<file path="config.mk">
export PLATFORM = sky130hd
export DESIGN_NAME = operand_sequencer_flat
export DESIGN_NICKNAME = d
export VERILOG_FILES = /design/src/rtl/operand_sequencer_if.sv /design/src/rtl/operand_sequencer.sv /design/src/flat_wrapper.sv
export SDC_FILE = /design/constraint.sdc
export NUM_CORES = 1
export LEC_CHECK = 0
export BUFFER_PORTS_ARGS = -buffer_cell sky130_fd_sc_hd__clkbuf_2
export CORE_AREA = 4 4 49 51
export DETAILED_ROUTE_END_ITERATION = 7
export DIE_AREA = 0 0 53 55
export PLACE_DENSITY = 0.85
export SLEW_MARGIN = 0
export SYNTH_ARGS = -nofsm -noshare
export SYNTH_HDL_FRONTEND = slang
export SYNTH_SLANG_ARGS = --single-unit
</file>
<file path="constraint.sdc">
create_clock -name clk -period 4.55 [get_ports clk]
set_input_delay 0.91 -clock clk [delete_from_list [all_inputs] [get_ports clk]]
set_output_delay 0.91 -clock clk [all_outputs]
set_load 0.005 [all_outputs]
</file>
<file path="src/rtl/operand_sequencer_if.sv">
// Operand sequencer bus: switch/button inputs, adder operands and captured sum.
// master = environment side (switches, button, adder); slave = operand_sequencer.
interface operand_sequencer_if;
    logic [2:0] sw;
    logic       sw_cin;
    logic       btn;
    logic       clr;
    logic [2:0] x;
    logic [2:0] y;
    logic       cin;
    logic [3:0] r_in;
    logic [3:0] result;
    logic       result_valid;
    logic [1:0] state_out;
    logic       busy;

    modport master (
        output sw, sw_cin, btn, clr, r_in,
        input  x, y, cin, result, result_valid, state_out, busy
    );

    modport slave (
        input  sw, sw_cin, btn, clr, r_in,
        output x, y, cin, result, result_valid, state_out, busy
    );
endinterface

</file>
<file path="src/rtl/operand_sequencer.sv">
// Loads X then Y from switches on button strobes, waits SETTLE cycles, captures the adder sum.
// Optional macro CHAIN_CARRY_EN: carry-in comes from the previous sum's carry instead of sw_cin.
module operand_sequencer #(
    parameter int unsigned SETTLE = 2
) (
    input logic           clk,
    input logic           rst,
    operand_sequencer_if.slave bus
);
    typedef enum logic [1:0] {
        IDLE  = 2'b00,
        GOT_X = 2'b01,
        ADD   = 2'b10,
        DONE  = 2'b11
    } state_t;

    localparam logic [3:0] CNT_LOAD = 4'(SETTLE - 1);

    state_t     state;
    logic       btn_q;
    logic [3:0] cnt;
    logic [2:0] x_q;
    logic [2:0] y_q;
    logic       cin_q;
    logic [3:0] result_q;
    logic       valid_q;
    logic       busy_q;
    logic       strobe;
    logic       sel_cin;

    assign strobe = bus.btn & ~btn_q;

`ifdef CHAIN_CARRY_EN
    logic carry_q;
    logic unused_sw_cin;
    assign unused_sw_cin = bus.sw_cin;
    assign sel_cin       = carry_q;
`else
    assign sel_cin = bus.sw_cin;
`endif

    // btn_q resets high so a button held across reset release is not a strobe
    always_ff @(posedge clk or posedge rst) begin
        if (rst) begin
            state    <= IDLE;
            btn_q    <= 1'b1;
            cnt      <= '0;
            x_q      <= '0;
            y_q      <= '0;
            cin_q    <= 1'b0;
            result_q <= '0;
            valid_q  <= 1'b0;
            busy_q   <= 1'b0;
`ifdef CHAIN_CARRY_EN
            carry_q  <= 1'b0;
`endif
        end else begin
            btn_q <= bus.btn;
            if (bus.clr) begin
                state    <= IDLE;
                cnt      <= '0;
                x_q      <= '0;
                y_q      <= '0;
                cin_q    <= 1'b0;
                result_q <= '0;
                valid_q  <= 1'b0;
                busy_q   <= 1'b0;
`ifdef CHAIN_CARRY_EN
                carry_q  <= 1'b0;
`endif
            end else begin
                case (state)
                    IDLE: begin
                        if (strobe) begin
                            x_q   <= bus.sw;
                            state <= GOT_X;
                        end
                    end
                    GOT_X: begin
                        if (strobe) begin
                            y_q    <= bus.sw;
                            cin_q  <= sel_cin;
                            cnt    <= CNT_LOAD;
                            busy_q <= 1'b1;
                            state  <= ADD;
                        end
                    end
                    ADD: begin
                        if (cnt == 4'd0) begin
                            result_q <= bus.r_in;
                            valid_q  <= 1'b1;
                            busy_q   <= 1'b0;
                            state    <= DONE;
`ifdef CHAIN_CARRY_EN
                            carry_q  <= bus.r_in[3];
`endif
                        end else begin
                            cnt <= cnt - 4'd1;
                        end
                    end
                    DONE: begin
                        if (strobe) begin
                            x_q     <= bus.sw;
                            valid_q <= 1'b0;
                            state   <= GOT_X;
                        end
                    end
                    default: state <= IDLE;
                endcase
            end
        end
    end

    assign bus.x            = x_q;
    assign bus.y            = y_q;
    assign bus.cin          = cin_q;
    assign bus.result       = result_q;
    assign bus.result_valid = valid_q;
    assign bus.state_out    = state;
    assign bus.busy         = busy_q;
endmodule
</file>
<file path="src/flat_wrapper.sv">
// flat-port wrapper written by rule: the top's interface ports become plain ports
module operand_sequencer_flat 
#(
    parameter int unsigned SETTLE = 2
)
  (clk, rst, bus_sw, bus_sw_cin, bus_btn, bus_clr, bus_r_in, bus_x, bus_y, bus_cin, bus_result, bus_result_valid, bus_state_out, bus_busy);
  operand_sequencer_if bus_i ();
  input logic clk;
  input logic rst;
  input wire logic [$bits(bus_i.sw)-1:0] bus_sw;
  input wire logic [$bits(bus_i.sw_cin)-1:0] bus_sw_cin;
  input wire logic [$bits(bus_i.btn)-1:0] bus_btn;
  input wire logic [$bits(bus_i.clr)-1:0] bus_clr;
  input wire logic [$bits(bus_i.r_in)-1:0] bus_r_in;
  output wire logic [$bits(bus_i.x)-1:0] bus_x;
  output wire logic [$bits(bus_i.y)-1:0] bus_y;
  output wire logic [$bits(bus_i.cin)-1:0] bus_cin;
  output wire logic [$bits(bus_i.result)-1:0] bus_result;
  output wire logic [$bits(bus_i.result_valid)-1:0] bus_result_valid;
  output wire logic [$bits(bus_i.state_out)-1:0] bus_state_out;
  output wire logic [$bits(bus_i.busy)-1:0] bus_busy;
  assign bus_i.sw = bus_sw;
  assign bus_i.sw_cin = bus_sw_cin;
  assign bus_i.btn = bus_btn;
  assign bus_i.clr = bus_clr;
  assign bus_i.r_in = bus_r_in;
  assign bus_x = bus_i.x;
  assign bus_y = bus_i.y;
  assign bus_cin = bus_i.cin;
  assign bus_result = bus_i.result;
  assign bus_result_valid = bus_i.result_valid;
  assign bus_state_out = bus_i.state_out;
  assign bus_busy = bus_i.busy;
  operand_sequencer #(.SETTLE(SETTLE)) u_core (.clk(clk), .rst(rst), .bus(bus_i));
endmodule
</file>
After elaboration in Yosys (flattened, before gate mapping)
Cells that the tools add are included.

operators by class
  multiplexer cells = 28
  equal/unequal tests = 8
  bitwise operators = 2
  add/sub/neg operators = 1
  reduce and logical (&&, ||, !) cells = 17

operators with widths
  operator                                          number
  2-to-1 mux 4 bit                                  6
  2-to-1 mux 3 bit                                  5
  AND reduction 3 bit                               4
  nonzero test 2 bit                                5
  2-to-1 mux 1 bit                                  9
  != test 3 x 2 -> 1 bit, second input constant     3
  2-to-1 mux 2 bit                                  4
  one-hot mux 4 bit (2 select lines)                1
  one-hot mux 2 bit (3 select lines)                1
  AND reduction 2 bit                               3
  nonzero test 3 bit                                2
  == test 2 bit, second input constant              2
  logical NOT 4 bit                                 1
  one-hot mux 1 bit (2 select lines)                2
  subtractor 4 x 1 -> 4 bit, second input constant  1
  != test 3 x 1 -> 1 bit, second input constant     1
  != test 3 bit, second input constant              1
  == test 2 x 1 -> 1 bit, second input constant     1
  logical NOT 2 bit                                 1
  OR reduction 2 bit                                1
  AND 1 bit                                         1
  inverter 1 bit                                    1

word-level totals
  flip-flop bits (word level) = 20
  output and inout bits = 15
  input bits = 12
  word-level logic and storage cells = 65

Longest topological paths before layout
  word-level depth = 5
  depth in mapped cells = 7
  mapped depth without buffers = 5

Least setup slack after synthesis
OpenSTA, ideal clock, no wires.

  path type = input -> register
  start point = input bus_btn
  end point = register u_core.cnt[2]
  required time = 4.486 ns
  slack = 2.861 ns
  library setup time = 0.064 ns
  arrival = 1.625 ns
  buffers on the path = 1
  stages = 4
  cell sequence = and3b_1 buf_4 o32ai_1 a22o_2

on the way
  word-level cells in the longest chain between the ends = 3

RTL lines
  what                                     RTL line                 RTL
  start, declared                          flat_wrapper.sv:12       input wire logic [$bits(bus_i.btn)-1:0] bus_btn;
  AND 1 bit                                operand_sequencer.sv:31  assign strobe = bus.btn & ~btn_q;
  != test 3 x 2 -> 1 bit (no source line)  n/a
  AND reduction 3 bit (no source line)     n/a
  end signal, assigned                     operand_sequencer.sv:98  cnt <= cnt - 4'd1;
  end, declared                            operand_sequencer.sv:21  logic [3:0] cnt;

No other way between the ends.
A chain may end at the register's enable or synchronous reset.

Worst setup path in the final report
  start point = register u_core.state[1], in the netlist u_core.bus.state_out[1]
  end point = register u_core.cnt[2]

on the way
  word-level cells in the longest chain between the ends = 3
  elaborated cells between the ends (all ways) = 8
  those cells by class = eq/ne (4); mux (2); reduce/logical (2)

RTL lines
  what                                                                             RTL line                 RTL
  start, declared                                                                  operand_sequencer.sv:19  state_t state;
  start signal, assigned                                                           operand_sequencer.sv:45  state <= IDLE;
  start signal, assigned                                                           operand_sequencer.sv:60  state <= IDLE;
  start signal, assigned                                                           operand_sequencer.sv:76  state <= GOT_X;
  == test 2 bit / == test 2 x 1 -> 1 bit (equally long branches)                   operand_sequencer.sv:72  case (state)
  != test 3 bit (no source line) (tied with other cells)                           n/a
  AND reduction 3 bit (no source line) / 2-to-1 mux 4 bit (equally long branches)  n/a

Parallel ways exist; a longest one is shown, timed or not.

==> results <==
- The synthesis-to-finish area growth is 16.15%.
- Summed over all failing endpoints, the final setup total negative slack is 0 ps.
- The number of global-route vias before repair is between 800 and 900.
- The async set-reset flop share out of synthesis is 100.0%.
- The adder-cell share of the synthesized area is 5.981%.
- For the worst setup path, the data required time is around 4800 ps.
- The number of vias per cell after detailed routing is 5.745.
- Among all flip-flop cells after synthesis, the most frequent one is sky130_fd_sc_hd__dfrtp_1.
- The number of max-slew violations in the final report is 0.
- The final critical path time including I/O delays and setup is 1870 ps.
- The final layout contains 140 nets.
- The cell at the root of the clock tree is sky130_fd_sc_hd__clkbuf_4.
- Buffers inserted to repair hold after CTS numbered 0.
- The switching power share of the total is around 37%.
- Of the total power, combinational logic draws between 30% and 40%.
- The global placer's final weighted congestion is 0.8250.
- For this run, the detailed router's first-pass iteration total came to 4.
- Of the post-synthesis cell area, the part taken by muxes is about a tenth.
- The first global-routing pass estimated roughly 3600 um of wire.
- After detailed routing, the number of remaining DRC violations is 0.
- The die width is between 50 and 60 um.
- The ratio of cells with drive above 1 in the final layout is between 20% and 30%.
- In this run the power density over the cells is approximately 460 mW/mm^2.
- The cell row count is 16.
- The all-layer global routing usage is about 17%.
- The max-capacitance violation count is 0.
- 27 I/O pins were placed.
- The core region is between 0.0015 and 0.002 mm^2.
- The depth of the CTS H-tree is 1.
- The worst-case IR drop observed on VDD is approximately 0.00032 V.
- The type of origin of the critical path is a flop.
- The number of failing hold endpoints at the final stage was 0.
- TritonCTS built the clock tree.
- Measured along the y axis, the die boundary spans 55 um.
- For this run the aggregate overflow at the end of global routing stands at 0.
- The compound-gate portion of the synthesized area is about 16%.
- The internal power of the cells totals roughly 0.35 mW.
- The detailed router finished its first iteration with 13 violations.
- sky130_fd_sc_hd__dfrtp_1 takes more of the synthesized area than any other cell.
- In this run the biggest area consumer among cell types represents roughly 45% of the synthesized area.
- Detailed placement finished with a half-perimeter wire length of roughly 1600 um.
- The clock net sink count is 20.
- The number of antenna diodes is 0.
- The detailed router placed ~860 vias in this run.
- The number of enable flip-flop cells after synthesis is 0.
- The actual transition at the worst max-transition pin is ~740 ps.
- After synthesis, the largest family of logic cells by area is compound AO/OA/AOI/OAI gates.
- Summing the areas of all xor and xnor instances in the mapped netlist gives 0% of the synthesized area.
- The maximum root-to-sink buffer count is 2.
- By startpoint and endpoint, the worst setup path is classified as flop to flop.
- After layout, the design draws a total of around 0.56 mW.
- The clock network is responsible for about 19% of the overall power.
- The fraction of the yosys area taken by sequential cells is a little under half.
- The number of cells produced by synthesis is a little under 100.
- After synthesis, the cell types taking the most area are sky130_fd_sc_hd__dfrtp_1 45%, sky130_fd_sc_hd__mux2i_1 11%, sky130_fd_sc_hd__ha_1 6.0%.
- The remaining antenna violation count after routing is 0.
- The filler cells instantiated in the layout total between 150 and 200.
- The die covers between 0.002 and 0.003 mm^2.
- Once the clock tree was built, the resizer swapped 0 gates to a different size.
- The switching power is 0.2033 mW.
- The analysis attributes to cell leakage a power of about 0.6 nW.
- The Yosys warning count is 0.
- The path class of the lowest-slack min-delay path is flop to flop.
- The run finished with clean final reports.
- When the netlist entered floorplanning its net count stood at about 120.
- The buffers inserted during post-CTS setup optimization is 0.
- A synthesized cell averages about 11 um^2.
- Of all nets on the critical path, the largest fanout is 10.
- For the final database, setup skew stands at about 2.9 ps.
- The clock latency at the later pin of the worst-skew pair is about 300 ps.
- The headroom to the max-slew limit is about half.
- The netlist uses 32 different library cells.
- The number of buffers created by CTS is 3.
- The arrival time reported for the critical path endpoint is just over 2000 ps.
- The count of buffers added on input and output ports is 26.
- The library cell with the highest instance count after synthesis is sky130_fd_sc_hd__dfrtp_1.
- The share of the clock period used by the worst path is roughly 40%.
- Static timing analysis puts the maximum clock frequency at roughly 0.53 GHz.
- Setup repair after global routing left no endpoint under its margin.
- For this configuration, the core starts out at a cell density of a little over half.
- The netlist area before placement is approximately 0.0010 mm^2.
- Clock-pin slew was measured on the worst setup and hold paths at 110 ps.
- STA classifies the critical path endpoint as a flop.
- The initial antenna violation count was 0.
- Sequential cells burn a little over two fifths of the power.
- Dividing the detail-routed wire length by the instance count gives 14.62 um.
- The final-report setup violation count is 0.
- The largest net degree at the start of global routing is 23.
- The commonest cells after synthesis are 19 x sky130_fd_sc_hd__dfrtp_1, 13 x sky130_fd_sc_hd__nor2_1, 11 x sky130_fd_sc_hd__mux2i_1.
- The wire length reported by the detailed router is ~2200 um.
- After Yosys synthesis, and, or, nand and nor cells account for 13.40% of the synthesized area.
- The post-synthesis sequential element count is 20.
cells in the final DEF, fill, tap and decap left out, types with 2 or more instances in the layout:
cell                       instances
sky130_fd_sc_hd__a31oi_1           2
sky130_fd_sc_hd__nor3b_1           2
sky130_fd_sc_hd__a22o_1            2
sky130_fd_sc_hd__nor2_1           13
sky130_fd_sc_hd__ha_1              5
sky130_fd_sc_hd__mux2i_1          11
sky130_fd_sc_hd__inv_1             9
sky130_fd_sc_hd__nand3_1           2
sky130_fd_sc_hd__nor3_1            2
sky130_fd_sc_hd__clkbuf_4          3
sky130_fd_sc_hd__a21oi_1           4
sky130_fd_sc_hd__dfrtp_1          19
sky130_fd_sc_hd__o32ai_1           4
sky130_fd_sc_hd__clkbuf_2         26
sky130_fd_sc_hd__nand2b_1          2
registers in the layout, summed over array words and instances (netlist names):
register and cells:
u_core.bus.result 4, u_core.cnt 4, u_core.bus.x 3, u_core.bus.y 3, u_core.bus.state_out 2, u_core.btn_q 1
u_core.bus.busy 1, u_core.bus.cin 1, u_core.bus.result_valid 1
routing by layer:
metal  track usage [%]  part of all wire (%)  vias to the layer above
met5                 0                     0                        -
met4             7.660                   1.5                        0
met3             3.485                   4.6                        6
met2             29.96                    51                       32
met1             20.51                    43                      415
li1                  -                     -                      403
kinds of logic after synthesis:
logic type      count (synthesis)
flops                          20
fa+ha+maj                       5
buf+inv                        15
compound gates                 21
simple gates                   26
mux                            11
power by group through the flow:
| stage | logic (mW) | registers (mW) | clock network (mW) |
|---|---|---|---|
| floorplan | 0.163 | 0.232 | 0 |
| global route | 0.242 | 0.236 | 0.114 |
| detailed placement | 0.216 | 0.235 | 0 |
| global placement | 0.206 | 0.233 | 0 |
| CTS | 0.220 | 0.232 | 0.105 |
| finish | 0.221 | 0.231 | 0.103 |
stage by stage:
stage,cell area [um^2],utilization (%),setup slack (ps),cells,hold WS [ps]
floorplan,1046,-,2861,98,473.3
global placement,1179,60.70,2548,145,506.2
detailed placement,1179,60.70,2498,145,514.7
CTS,1215,62.56,2695,149,540.6
global route,1215,62.56,2566,149,560.0
finish,1215,62.56,2680,149,534.2
critical path, cell delays in order (launching register included):
cell and delay, ps:
sky130_fd_sc_hd__dfrtp_1 440, sky130_fd_sc_hd__inv_1 80, sky130_fd_sc_hd__ha_1 280, sky130_fd_sc_hd__and3b_1 520, sky130_fd_sc_hd__o32ai_1 170, sky130_fd_sc_hd__a22o_2 270
layout make-up:
cell class	count	area (um^2)	share of cell area [%]
Sequential cell	20	501.7	41.30
Multi-Input combinational cell	63	479.2	39.44
Timing Repair Buffer	26	130.1	10.71
Clock buffer	4	36.28	2.987
Inverter	9	33.78	2.781
Tap cell	27	33.78	2.781
final timing paths:
check	slack, ps	startpoint	depth (start not counted)	endpoint
max	2680	u_core.bus.state_out[1]$_DFFE_PP0P_	5	u_core.cnt[2]$_DFFE_PP0P_
min	530	u_core.bus.result[3]$_DFFE_PP0P_	2	u_core.bus.result[3]$_DFFE_PP0P_
max reg2reg	2680	u_core.bus.state_out[1]$_DFFE_PP0P_	5	u_core.cnt[2]$_DFFE_PP0P_
min reg2reg	530	u_core.bus.result[3]$_DFFE_PP0P_	2	u_core.bus.result[3]$_DFFE_PP0P_
max in group asynchronous	3390	rst	2	u_core.bus.result[3]$_DFFE_PP0P_
min in group asynchronous	700	rst	2	u_core.bus.y[2]$_DFFE_PP0P_
Power figures use the tool's default switching activity.
